$ cat src/rtl/fpu_pkg.sv
// Shared definitions for the FPU command front end: opcodes, FSM encoding,
// command word layout and the quiet-NaN pattern used for timed-out results.
package fpu_pkg;

  localparam logic [1:0] OP_ADD = 2'b00;
  localparam logic [1:0] OP_SUB = 2'b01;
  localparam logic [1:0] OP_MUL = 2'b10;
  localparam logic [1:0] OP_DIV = 2'b11;

  localparam logic [31:0] QNAN = 32'h7FC00000;

  typedef enum logic [1:0] {
    ST_IDLE  = 2'd0,
    ST_ISSUE = 2'd1,
    ST_WAIT  = 2'd2,
    ST_HOLD  = 2'd3
  } state_t;

  typedef struct packed {
    logic [1:0]  op;
    logic [31:0] a;
    logic [31:0] b;
  } cmd_t;

  localparam int CMD_W = $bits(cmd_t);

endpackage

$ cat src/rtl/fpu_cmd_fifo.sv
// Synchronous command FIFO with pointer-plus-count occupancy tracking.
// Head entry is visible combinationally so the dispatcher can pop and latch in one cycle.
module fpu_cmd_fifo #(
  parameter int WIDTH = 66,
  parameter int DEPTH = 4
) (
  input  logic             clk,
  input  logic             reset,
  input  logic             push,
  input  logic             pop,
  input  logic [WIDTH-1:0] wdata,
  output logic [WIDTH-1:0] rdata,
  output logic             full,
  output logic             empty
);

  localparam int AW = $clog2(DEPTH);

  logic [WIDTH-1:0] mem_q [DEPTH];
  logic [AW-1:0]    wr_ptr_q;
  logic [AW-1:0]    rd_ptr_q;
  logic [AW:0]      count_q;
  logic             do_push;
  logic             do_pop;

  // A push while full is dropped even if a pop happens in the same cycle.
  assign do_push = push & ~full;
  assign do_pop  = pop & ~empty;

  always_ff @(posedge clk or negedge reset) begin
    if (!reset) begin
      wr_ptr_q <= '0;
      rd_ptr_q <= '0;
      count_q  <= '0;
    end else begin
      if (do_push) wr_ptr_q <= wr_ptr_q + 1'b1;
      if (do_pop)  rd_ptr_q <= rd_ptr_q + 1'b1;
      case ({do_push, do_pop})
        2'b10:   count_q <= count_q + 1'b1;
        2'b01:   count_q <= count_q - 1'b1;
        default: count_q <= count_q;
      endcase
    end
  end

  always_ff @(posedge clk) begin
    if (do_push) mem_q[wr_ptr_q] <= wdata;
  end

  assign rdata = mem_q[rd_ptr_q];
  assign full  = (count_q == (AW+1)'(DEPTH));
  assign empty = (count_q == '0);

endmodule

$ cat src/rtl/fpu_dispatch.sv
// Buffers FPU requests, issues them one at a time with a start/done handshake,
// and returns results in order; a watchdog substitutes a NaN error result if done never rises.
module fpu_dispatch
  import fpu_pkg::*;
#(
  parameter int DEPTH   = 4,
  parameter int TIMEOUT = 255
) (
  input  logic        clk,
  input  logic        reset,
  input  logic        in_valid,
  output logic        in_ready,
  input  logic [1:0]  in_op,
  input  logic [31:0] in_a,
  input  logic [31:0] in_b,
  output logic        fpu_start,
  output logic [1:0]  fpu_op,
  output logic [31:0] fpu_a,
  output logic [31:0] fpu_b,
  input  logic [31:0] fpu_r,
  input  logic        fpu_done,
  output logic        out_valid,
  input  logic        out_ready,
  output logic [31:0] out_r,
  output logic        out_err,
  output logic        busy
);

  localparam logic [7:0] TMO_LIMIT = 8'(TIMEOUT);

  state_t      state_q, state_d;
  logic [7:0]  tmo_q, tmo_d;
  logic        start_q, start_d;
  logic [1:0]  op_q, op_d;
  logic [31:0] a_q, a_d;
  logic [31:0] b_q, b_d;
  logic [31:0] r_q, r_d;
  logic        err_q, err_d;
  logic        valid_q, valid_d;
  logic        done_q, done_prev_q;
  logic        done_rise;

  cmd_t        wcmd;
  cmd_t        head;
  logic        fifo_full, fifo_empty, push, pop;

  assign wcmd     = {in_op, in_a, in_b};
  assign in_ready = ~fifo_full;
  assign push     = in_valid & in_ready;

  fpu_cmd_fifo #(
    .WIDTH (CMD_W),
    .DEPTH (DEPTH)
  ) u_fifo (
    .clk   (clk),
    .reset (reset),
    .push  (push),
    .pop   (pop),
    .wdata (wcmd),
    .rdata (head),
    .full  (fifo_full),
    .empty (fifo_empty)
  );

  // Edge is taken between two registered samples, so a done level already
  // present when WAIT is entered never looks like a completion.
  assign done_rise = done_q & ~done_prev_q;

  always_ff @(posedge clk or negedge reset) begin
    if (!reset) begin
      state_q     <= ST_IDLE;
      tmo_q       <= '0;
      start_q     <= 1'b0;
      op_q        <= '0;
      a_q         <= '0;
      b_q         <= '0;
      r_q         <= '0;
      err_q       <= 1'b0;
      valid_q     <= 1'b0;
      done_q      <= 1'b0;
      done_prev_q <= 1'b0;
    end else begin
      state_q     <= state_d;
      tmo_q       <= tmo_d;
      start_q     <= start_d;
      op_q        <= op_d;
      a_q         <= a_d;
      b_q         <= b_d;
      r_q         <= r_d;
      err_q       <= err_d;
      valid_q     <= valid_d;
      done_q      <= fpu_done;
      done_prev_q <= done_q;
    end
  end

  always_comb begin
    state_d = state_q;
    tmo_d   = tmo_q;
    start_d = 1'b0;
    op_d    = op_q;
    a_d     = a_q;
    b_d     = b_q;
    r_d     = r_q;
    err_d   = err_q;
    valid_d = valid_q;
    pop     = 1'b0;
    case (state_q)
      ST_IDLE: begin
        if (!fifo_empty) begin
          pop     = 1'b1;
          op_d    = head.op;
          a_d     = head.a;
          b_d     = head.b;
          tmo_d   = '0;
          start_d = 1'b1;
          state_d = ST_ISSUE;
        end
      end
      ST_ISSUE: state_d = ST_WAIT;
      ST_WAIT: begin
        tmo_d = tmo_q + 8'd1;
        if (done_rise) begin
          r_d     = fpu_r;
          err_d   = 1'b0;
          valid_d = 1'b1;
          state_d = ST_HOLD;
        end else if (tmo_q == TMO_LIMIT) begin
          r_d     = QNAN;
          err_d   = 1'b1;
          valid_d = 1'b1;
          state_d = ST_HOLD;
        end
      end
      ST_HOLD: begin
        if (out_ready) begin
          valid_d = 1'b0;
          state_d = ST_IDLE;
        end
      end
      default: state_d = ST_IDLE;
    endcase
  end

  assign fpu_start = start_q;
  assign fpu_op    = op_q;
  assign fpu_a     = a_q;
  assign fpu_b     = b_q;
  assign out_valid = valid_q;
  assign out_r     = r_q;
  assign out_err   = err_q;
  assign busy      = (state_q != ST_IDLE) | ~fifo_empty;

endmodule

$ cat config.mk
export PLATFORM = sky130hd
export DESIGN_NAME = fpu_dispatch
export DESIGN_NICKNAME = d
export VERILOG_FILES = /design/src/rtl/fpu_pkg.sv /design/src/rtl/fpu_cmd_fifo.sv /design/src/rtl/fpu_dispatch.sv
export SDC_FILE = /design/constraint.sdc
export NUM_CORES = 1
export LEC_CHECK = 0
export ABC_AREA = 1
export CAP_MARGIN = 20
export CORE_UTILIZATION = 59
export DETAILED_ROUTE_END_ITERATION = 6
export PLACE_DENSITY = 0.87
export SLEW_MARGIN = 25
export SYNTH_ARGS = -nofsm -noshare
export SYNTH_HDL_FRONTEND = slang
export SYNTH_SLANG_ARGS = --single-unit
$ cat constraint.sdc
create_clock -name clk -period 7.64 [get_ports clk]
set_input_delay 1.91 -clock clk [delete_from_list [all_inputs] [get_ports clk]]
set_output_delay 1.91 -clock clk [all_outputs]
set_load 0.05 [all_outputs]
==> impl_metrics.tcl <==
set metrics [dict create \
    reg2reg_slack_ns 4.83 \
    ctsHtreeMaxLevel 2 \
    synth_cells 1204 \
    num_vias 9972 \
    io_buffer_count 205 \
    timing.critical_path.cells "inv_1, ha_1, nand3_1, clkdlybuf4s50_1" \
    wl_mm 33.0 \
    drtPass1Iterations 5 \
    drt-initial-drc-count 896 \
    clock_insertion_delay_worst_skew_ns 0.53 \
    cts_post_setup_buffers_inserted 0 \
    worstPathArrival_ns 2.22 \
    comb_power_share_pct 41.0 \
    seq_area_frac_synth_pct 73.8 \
    seqPwrFrac_pct 37.0 \
    worst_hold_path.endpoint "done_prev_q" \
    maximum_clock_path_buffer_count 3 \
    top_cells_by_area_synth "sky130_fd_sc_hd__edfxtp_1, sky130_fd_sc_hd__dfrtp_1, sky130_fd_sc_hd__nand2_1" \
    setup_viol 0 \
    die_height_um 160 \
    route.detailed.vias_per_inst 5.71 \
    period_share_pct 54.0 \
    sum_of_buffers_and_inverters_on_the_critical_path 2 \
    antenna_found_initial 0 \
    synth_most_common_cell "sky130_fd_sc_hd__nand2_1" \
    p_total_uw 8420 \
    relSlewSlack_pct 32.0 \
    fill_cells 1440 \
    utilization_pct 74.5 \
    postCtsHoldBufs 0 \
    p_int_uw 4970 \
    depth_of_the_most_critical_reg_to_reg_path 10 \
    critPathLaunchType "flip-flop" \
    grt_setup_unrepaired "no" \
    final.setup.tns_ns 0 \
    remaining_drc_errors 0 \
    netlist_area_mm2 0.0148 \
    worst_hold_path.num_cells 0 \
    timing.final.max_slew_violations 0 \
    num-nets-final 1508 \
    globalplace.congestion 0.787 \
    cts.repair.resized 0 \
    critPathMaxStageDelay_ns 0.83 \
    syn_avg_cell_area_um2 12.3 \
    number_of_synthesis_warnings 0 \
    sink_count_of_the_clock_tree 384 \
    die-area_mm2 0.0257 \
    die-width_um 160 \
    post-dp-hpwl_mm 18.6 \
    clkPwrFrac_pct 22.0 \
    root_buffer "sky130_fd_sc_hd__clkbuf_16" \
    nature_of_the_critical_path_endpoint "primary output" \
    post-route-min-period_ns 4.13 \
    worstMarginPinSlew_ns 1.02 \
    fin_skew_ns 0.0127 \
    first_pass_grt_wire_length_mm 52.4 \
    synth_top_area_cell "sky130_fd_sc_hd__edfxtp_1" \
    n_antenna_cell 0 \
    synthDistinctLibCells 31 \
    synth-async-reset-ratio_pct 31.3 \
    ant_nets 0 \
    clk_pin_slew_worst_setup_hold_paths_ns 0.06 \
    p_switching_uw 3450 \
    worstHoldPathType "reg2reg" \
    power_per_standard_cell_area_mw_per_mm2 462 \
    cp_top_family "buffers and inverters" \
    syn-num-nets 1318 \
    synth_flop_cell "sky130_fd_sc_hd__edfxtp_1" \
    clock.fmax_mhz 242 \
    avgRoutedWirePerCell_um 18.9 \
    netSwitchingFraction_pct 40.9 \
    final_hold_viol_count 0 \
    timing.critical_path.required_ns 5.73 \
    destination_of_the_worst_register_to_register_timing_path "u_fifo.count_q[2]" \
    result_of_the_run "finished, final reports clean" \
    power.ir.vdd_worst_v 0.000296 \
    synth_commonest_cells "sky130_fd_sc_hd__nand2_1, sky130_fd_sc_hd__edfxtp_1, sky130_fd_sc_hd__nor2_1" \
    grt_util_all_layers_pct 26.0 \
    hp-start "done_q" \
    layout-drive-gt1-share_pct 7.59 \
    placeable_core_region_mm2 0.0245 \
    ys_seq_elements 384 \
    row_count 57 \
    critical_path.max_fanout 4 \
    yosysTopAreaCellShare_pct 53.5 \
    start_util_pct 60.5 \
    criticalPathCategory "reg2out" \
    worst_path_max_delay_cell "sky130_fd_sc_hd__clkdlybuf4s50_1" \
    r2r-start "state_q[0]" \
    max_cap_violations 0 \
    synth_edf_count 264 \
    globalRouteOverflowTotal 0 \
    grt_max_degree 106 \
    num_io_pins 206 \
    tritoncts_clock_tree "built" \
    first_global_vias 10300 \
    area_growth_syn_to_layout_pct 23.0 \
    power.leakage_uw 0.00704 \
    cts_inserted_buffers 37 \
]
## worst register-to-register path, cell delays in order (launching register included)
cell and delay, ns:
sky130_fd_sc_hd__dfrtp_1 0.37, sky130_fd_sc_hd__inv_1 0.09, sky130_fd_sc_hd__ha_1 0.24, sky130_fd_sc_hd__nand2_2 0.07, sky130_fd_sc_hd__buf_4 0.63, sky130_fd_sc_hd__inv_2 0.15, sky130_fd_sc_hd__ha_1 0.29, sky130_fd_sc_hd__fa_1 0.45
sky130_fd_sc_hd__a21oi_1 0.15, sky130_fd_sc_hd__o21ai_0 0.12, sky130_fd_sc_hd__xor2_1 0.15
## routing by layer
layer	GRT usage, %	routed length (um)
met5	0	0
met4	10.0	863
met3	5.17	2860
met2	43.9	16300
met1	33.6	12900
## stage by stage
step	cells	cell area, um2	hold slack, ns	setup slack, ns
final	1747	18200	0.382	3.51
after global routing	1747	18200	0.391	3.43
after CTS	1747	18200	0.383	3.51
after detailed placement	1679	17000	0.370	3.16
after global placement	1678	16900	0.362	3.02
after floorplan	1204	14800	0.354	2.27
## placed cells by master (no fill, tap or decap), types with 11 or more instances in the layout
cell type,instances
sky130_fd_sc_hd__clkdlybuf4s50_1,204
sky130_fd_sc_hd__nand2_2,11
sky130_fd_sc_hd__o21ai_0,116
sky130_fd_sc_hd__nor2_1,151
sky130_fd_sc_hd__clkbuf_16,37
sky130_fd_sc_hd__nand3_1,12
sky130_fd_sc_hd__o21ai_1,21
sky130_fd_sc_hd__dfrtp_1,118
sky130_fd_sc_hd__edfxtp_1,264
sky130_fd_sc_hd__nand2_1,310
sky130_fd_sc_hd__o22ai_1,66
sky130_fd_sc_hd__inv_1,18
## logic make-up (layout without fill, tap and decap cells)
group	count (synthesis)	count (layout)	share of synthesized area [%]
muxes	1	1	0.0760
and+or+nand+nor	499	499	13.2
AOI/OAI and AO/OA	217	217	8.18
DFF	384	384	73.8
buffers and inverters	88	307	3.56
adders and majority gates	11	11	0.980
xor gates and xnor gates	4	4	0.237
## worst max path at each step
stage,start,end,cells past startpoint
floorplan,in_valid,u_fifo.mem_q[0][0],2
global placement,in_valid,u_fifo.mem_q[1][41],4
detailed placement,in_valid,u_fifo.mem_q[0][29],4
CTS,state_q[0],busy,4
global route,state_q[0],busy,4
finish,state_q[0],busy,4
## power by group through the flow
stage	logic, uW	clock network, uW	registers, uW
global route	3710	1950	3170
finish	3450	1860	3110
detailed placement	3410	0	3140
global placement	3310	0	3110
floorplan	1500	0	4030
CTS	3460	1880	3110
## registers in the layout, indices dropped and copies added (netlist names), 3 cells and up
name and flops:
u_fifo.count_q 3, tmo_q 8, u_fifo.mem_q 264, fpu_a 32, out_r 32, fpu_b 32
## cell type report
cell class                 count  area (um2)  share of cell area (%)
timing repair buffer         216        2160                    11.9
sequential                   384       10900                    60.0
clock buffer                  45         986                    5.41
multi-input combinational    732        3380                    18.6
inverter                      23        91.3                   0.501
tap                          324         405                    2.22
clock inverter                23         262                    1.44
(Power assumes the default switching activity.)
